## src/rtl/rf_pkg.sv

```systemverilog
// rtl/rf_pkg.sv - shared widths, request type and arbiter states for rf writeback scheduling
package rf_pkg;

  localparam int DATA_W = 32;
  localparam int ADDR_W = 5;
  localparam int NREGS  = 32;

  localparam logic [ADDR_W-1:0] REG_ZERO = '0;

  typedef struct packed {
    logic              valid;
    logic [ADDR_W-1:0] addr;
    logic [DATA_W-1:0] data;
  } wb_req_t;

  typedef enum logic {
    LAST0 = 1'b0,
    LAST1 = 1'b1
  } arb_state_t;

endpackage

```

## src/rtl/rf_rr_arb2.sv

```systemverilog
// rtl/rf_rr_arb2.sv - two-way round-robin arbiter for the register-file write port
module rf_rr_arb2 (
  input  logic       clk,
  input  logic       rst,
  input  logic [1:0] i_req,
  output logic [1:0] o_gnt
);
  import rf_pkg::*;

  arb_state_t r_last;
  arb_state_t w_last_nxt;

  // Reset to LAST1 so ch0 wins the first contended cycle.
  always_ff @(posedge clk or negedge rst) begin
    if (!rst) begin
      r_last <= LAST1;
    end else begin
      r_last <= w_last_nxt;
    end
  end

  always_comb begin
    o_gnt      = 2'b00;
    w_last_nxt = r_last;
    case (i_req)
      2'b01: begin
        o_gnt      = 2'b01;
        w_last_nxt = LAST0;
      end
      2'b10: begin
        o_gnt      = 2'b10;
        w_last_nxt = LAST1;
      end
      2'b11: begin
        if (r_last == LAST1) begin
          o_gnt      = 2'b01;
          w_last_nxt = LAST0;
        end else begin
          o_gnt      = 2'b10;
          w_last_nxt = LAST1;
        end
      end
      default: begin
        o_gnt      = 2'b00;
        w_last_nxt = r_last;
      end
    endcase
  end

endmodule

```

## src/rtl/rf_wb_scheduler.sv

```systemverilog
// rtl/rf_wb_scheduler.sv - shares the RF write port between ALU and load writeback,
// and tracks pending writes per register for RAW/WAW hazard detection
module rf_wb_scheduler #(
  parameter int DATA_W = rf_pkg::DATA_W,
  parameter int ADDR_W = rf_pkg::ADDR_W,
  parameter int NREGS  = rf_pkg::NREGS
) (
  input  logic              clk,
  input  logic              rst,
  input  logic              wb0_valid,
  input  logic [ADDR_W-1:0] wb0_addr,
  input  logic [DATA_W-1:0] wb0_data,
  output logic              wb0_ready,
  input  logic              wb1_valid,
  input  logic [ADDR_W-1:0] wb1_addr,
  input  logic [DATA_W-1:0] wb1_data,
  output logic              wb1_ready,
  input  logic              rsv_valid,
  input  logic [ADDR_W-1:0] rsv_addr,
  output logic              rsv_ready,
  input  logic [ADDR_W-1:0] q1_addr,
  input  logic [ADDR_W-1:0] q2_addr,
  output logic              q1_busy,
  output logic              q2_busy,
  output logic [ADDR_W-1:0] rf_a3,
  output logic [DATA_W-1:0] rf_wd3,
  output logic              rf_we3
);
  import rf_pkg::*;

  wb_req_t           w_req0;
  wb_req_t           w_req1;
  wb_req_t           w_sel;
  logic [1:0]        w_gnt;
  logic              w_fire;
  logic              w_rsv_fire;
  logic [NREGS-1:0]  r_busy;
  logic [NREGS-1:0]  w_busy_nxt;
  logic [ADDR_W-1:0] r_a3;
  logic [DATA_W-1:0] r_wd3;
  logic              r_we3;

  assign w_req0 = '{valid: wb0_valid, addr: wb0_addr, data: wb0_data};
  assign w_req1 = '{valid: wb1_valid, addr: wb1_addr, data: wb1_data};

  rf_rr_arb2 u_arb (
    .clk   (clk),
    .rst   (rst),
    .i_req ({w_req1.valid, w_req0.valid}),
    .o_gnt (w_gnt)
  );

  assign wb0_ready = w_gnt[0];
  assign wb1_ready = w_gnt[1];
  // A grant is only ever issued to a valid channel, so any grant is a handshake.
  assign w_fire    = |w_gnt;
  assign w_sel     = w_gnt[1] ? w_req1 : w_req0;

  // A writeback retiring this cycle already frees its register for new readers/producers.
  assign rsv_ready  = !r_busy[rsv_addr] || (rsv_addr == REG_ZERO) ||
                      (w_fire && (w_sel.addr == rsv_addr));
  assign w_rsv_fire = rsv_valid && rsv_ready;

  assign q1_busy = r_busy[q1_addr] && (q1_addr != REG_ZERO) &&
                   !(w_fire && (w_sel.addr == q1_addr));
  assign q2_busy = r_busy[q2_addr] && (q2_addr != REG_ZERO) &&
                   !(w_fire && (w_sel.addr == q2_addr));

  // Set is applied after clear so a new producer supersedes a retiring one.
  always_comb begin
    w_busy_nxt = r_busy;
    if (w_fire) begin
      w_busy_nxt[w_sel.addr] = 1'b0;
    end
    if (w_rsv_fire && (rsv_addr != REG_ZERO)) begin
      w_busy_nxt[rsv_addr] = 1'b1;
    end
    w_busy_nxt[0] = 1'b0;
  end

  always_ff @(posedge clk or negedge rst) begin
    if (!rst) begin
      r_busy <= '0;
    end else begin
      r_busy <= w_busy_nxt;
    end
  end

  always_ff @(posedge clk or negedge rst) begin
    if (!rst) begin
      r_we3 <= 1'b0;
      r_a3  <= '0;
      r_wd3 <= '0;
    end else if (w_fire) begin
      r_we3 <= (w_sel.addr != REG_ZERO);
      r_a3  <= (w_sel.addr != REG_ZERO) ? w_sel.addr : REG_ZERO;
      r_wd3 <= w_sel.data;
    end else begin
      r_we3 <= 1'b0;
    end
  end

  assign rf_a3  = r_a3;
  assign rf_wd3 = r_wd3;
  assign rf_we3 = r_we3;

endmodule

```

## config.mk

```make
export PLATFORM = sky130hd
export DESIGN_NAME = rf_wb_scheduler
export DESIGN_NICKNAME = d
export VERILOG_FILES = /design/src/rtl/rf_pkg.sv /design/src/rtl/rf_rr_arb2.sv /design/src/rtl/rf_wb_scheduler.sv
export SDC_FILE = /design/constraint.sdc
export NUM_CORES = 1
export LEC_CHECK = 0
export ABC_AREA = 1
export CORE_MARGIN = 2
export CORE_UTILIZATION = 30
export CTS_CLUSTER_SIZE = 8
export DETAILED_ROUTE_END_ITERATION = 10
export PLACE_DENSITY = 0.53
export RECOVER_POWER = 50
export SYNTH_ARGS = -nofsm -noshare
export SYNTH_HDL_FRONTEND = slang
export SYNTH_SLANG_ARGS = --single-unit
```

## constraint.sdc

```tcl
create_clock -name clk -period 2.65 [get_ports clk]
set_input_delay 0.3975 -clock clk [delete_from_list [all_inputs] [get_ports clk]]
set_output_delay 0.3975 -clock clk [all_outputs]
set_load 0.02 [all_outputs]
```

==> summary.txt <==
Setup path
  – Crit-path leading delay family: buffers and inverters
  – Crit start category: primary input
  – Crit path buf inv count: 6
  – CP max-delay cell: clkdlybuf4s50_1
  – Reg2reg setup slack: 0.47 ns
  – Setup CP Type: in -> out
  – Critical Path End Type: output pin
  – Crit-path cells: clkdlybuf4s50_1 -> buf_4 -> nand2_4 -> buf_4 -> buf_8 -> inv_1 -> clkdlybuf4s50_1
  – CP max FO: 34
  – FF-to-FF Start: u_arb.r_last
  – Worst EP arrival: 2.17 ns
  – Crit path largest cell delay: 0.60 ns
  – Required time of the critical path: 2.25 ns
  – Worst r2r dst: r_busy[6]
  – Register-to-Register Path Depth: 12

Place
  – GP Congestion: 0.923
  – Placed cell area: 6720 µm²
  – Port buffer count: 136
  – Cells after DPL: 1083
  – DP HPWL: 14000 µm

Finish
  – Commonest non-fill, non-tap cells in the layout: nand2_1, clkdlybuf4s50_1, nor2_1, dfrtp_1, buf_4
  – Cell area after layout: 6980 µm²
  – # diodes: 0
  – Final nets: 972
  – Syn-to-layout area delta: 43.9%
  – Share of layout cells above drive strength 1: 15.5%
  – Commonest non-fill, non-tap cell in the layout: nand2_1
  – Post-route non-filler standard cell count: 1099

Yosys
  – Syn Std Cell Area: 4850 µm²
  – Post-synth net total: 794
  – Post-synthesis sequential area ratio: 36.1%
  – Post-synthesis cell count: 700
  – Cell taking the most area after synthesis: dfrtp_1
  – Share of the synthesized area in the top cell type: 35.6%
  – Synth top area cells: dfrtp_1, nand2_1, nor2_1
  – Yosys cell types: 31
  – Post-synthesis register bit count: 70
  – Warning count from the yosys run: 0
  – Avg Synthesized Cell Area: 6.93 µm²

Floorplanning
  – Core Area: 15800 µm²
  – Die Area: 17200 µm²
  – Initial core utilization: 30.7%
  – Die width: 131 µm
  – Die Y-Extent: 131 µm
  – FP Rows: 46
  – # IOs: 137

Clocking
  – H-Tree Depth: 3
  – Clk root buf: clkbuf_16
  – Sink Count: 70
  – CTS tree: built
  – Clock transition at path regs: 0.06 ns
  – Clk buf depth: 2
  – Skew-Pair Late Insertion Delay: 0.34 ns
  – CTS Buf Count: 9
  – # hold bufs at CTS: 0

Drt
  – Post-DR wirelength/cell: 16.4 µm
  – DR WL met2: 8540 µm
  – Uppermost layer routed: met4
  – Met3 WL: 1330 µm
  – Pre-Repair DR Iteration Count: 5
  – ANT nets after route: 0
  – DRT iter0 DRCs: 356
  – Via count: 5406
  – Drt total wl: 18000 µm
  – DR DRC count: 0
  – Metal-1 WL: 7790 µm
  – Via/cell ratio: 4.92

Global route
  – Vias in the first global route: 5439
  – Antenna violations before repair: 0
  – Largest net degree at the start of global routing: 71
  – First-pass GRT wire length: 29100 µm
  – Grt ovf: 0
  – Overall routing resource usage: 21.4%

Job
  – Maxcap violations: 1

Timing
  – Clk_skew: 0.00490 ns
  – Fin crit share: 96.8%
  – Unrepaired setup endpoints after global routing: no
  – Hold Fails Final Rpt: 0
  – Least-Margin Pin Slew: 1.84 ns
  – Max transition margin: -22.8%
  – Final worst path period need: 2.57 ns
  – Setup Viol. Count Final: 0
  – Max-slew violations: 71
  – Max Fclk: 390 MHz

Worst hold path
  – Hold endpoint: rf_a3[3]
  – Hold Crit Depth: 2
  – Worst Hold Launch: rf_a3[3]
  – Worst hold path type: reg -> reg

Pwr
  – Leak pwr: 3.18 nW
  – Pwr/cell area: 567 nW/µm²
  – Maximum VDD drop: 0.000321 V
  – Total power: 3.96 mW

Run status
  – Failing checks: capacitance limit, slew limit
  – Outcome: complete, but fails checks
==> flip-flops by register name, summed over array words and instances (netlist names) <==
signal,cells
rf_wd3,32
rf_we3,1
u_arb.r_last,1
r_busy,31
rf_a3,5
==> what timing repair did <==
item / in CTS / in global routing
gates cloned: 0 / 0
setup endpoints to repair: 3 / 4
buffers inserted: 0 / 0
resized for setup: 3 / 9
==> cell type report <==
cell class                      count  area (µm²)
Clock inverter                      4        22.5
Sequential cell                    70        1750
Multi-Input combinational cell    547        2660
Clock buffer                       12         246
Fill cell                        1623        8850
Tap cell                          216         270
Timing Repair Buffer              200        1840
Inverter                           50         195
==> worst max-delay path by stage <==
| stage | start | to | slack, ns | depth (start not counted) |
|---|---|---|---|---|
| 4_1_cts | wb1_valid | wb1_ready | 0.004 | 7 |
| 6_report | wb1_valid | wb1_ready | 0.08 | 7 |
| 5_1_grt | wb1_valid | wb1_ready | 0.004 | 7 |
| 3_3_place_gp | wb0_valid | q2_busy | -0.22 | 12 |
| 3_5_place_dp | wb0_valid | q2_busy | -0.25 | 11 |
| 2_1_floorplan | q2_addr[0] | q2_busy | 0.65 | 9 |
==> cell usage after synthesis <==
master,n
nand2_1,222
nor2_1,89
dfrtp_1,69
o21ai_0,56
inv_1,46
nand3_1,44
nand3_2,33
a31oi_1,32
a21oi_1,27
clkbuf_1,10
nor3_1,10
buf_6,8
buf_1,7
nand2_2,7
o211ai_1,5
buf_12,4
nor2_2,4
xor2_1,4
buf_2,3
inv_2,3
nand2_4,3
o21ai_1,3
nand3b_1,2
nand4_1,2
a21boi_0,1
clkbuf_2,1
dfstp_2,1
inv_8,1
nand2_8,1
nand3b_2,1
nor2_4,1
==> cell families (layout without fill, tap and decap cells) <==
logic type / after synthesis / after routing / share of synthesized area (%)
flip-flops: 70 / 70 / 36.1
AND/OR/NAND/NOR: 419 / 419 / 40.0
buffers and inverters: 83 / 266 / 9.26
XOR/XNOR: 4 / 4 / 0.722
AO/OA/AOI/OAI: 124 / 124 / 13.9
==> power by group <==
| group | total, mW | leakage, nW | internal [mW] | switching [mW] |
|---|---|---|---|---|
| Clock | 1.12 | 0.132 | 0.655 | 0.467 |
| Sequential | 1.52 | 0.838 | 1.28 | 0.240 |
| Combinational | 1.32 | 2.21 | 0.563 | 0.755 |
==> routing by layer <==
metal / vias to the layer above / global-route usage (%)
li1: 2647 / -
met1: 2525 / 27.2
met2: 204 / 35.2
met3: 30 / 5.79
met4: 0 / 6.82
met5: - / 0
==> metrics by stage <==
step                      TNS, ns  util, %  hold WS [ns]  worst slack (ns)
after floorplan                 0        -         0.102             0.655
after global placement     -0.523     42.5         0.480            -0.216
after detailed placement   -0.629     42.5         0.476            -0.248
after CTS                       0     44.1         0.239           0.00369
after global routing            0     44.1         0.534           0.00408
final                           0     44.1         0.490            0.0840
==> tightest hold or removal path, stage by stage (launching register included) <==
cell     delay (ns)
dfrtp_1        0.35
nand2_1        0.05
o21ai_0        0.06
No activity file was read; power rests on OpenSTA's default activity.
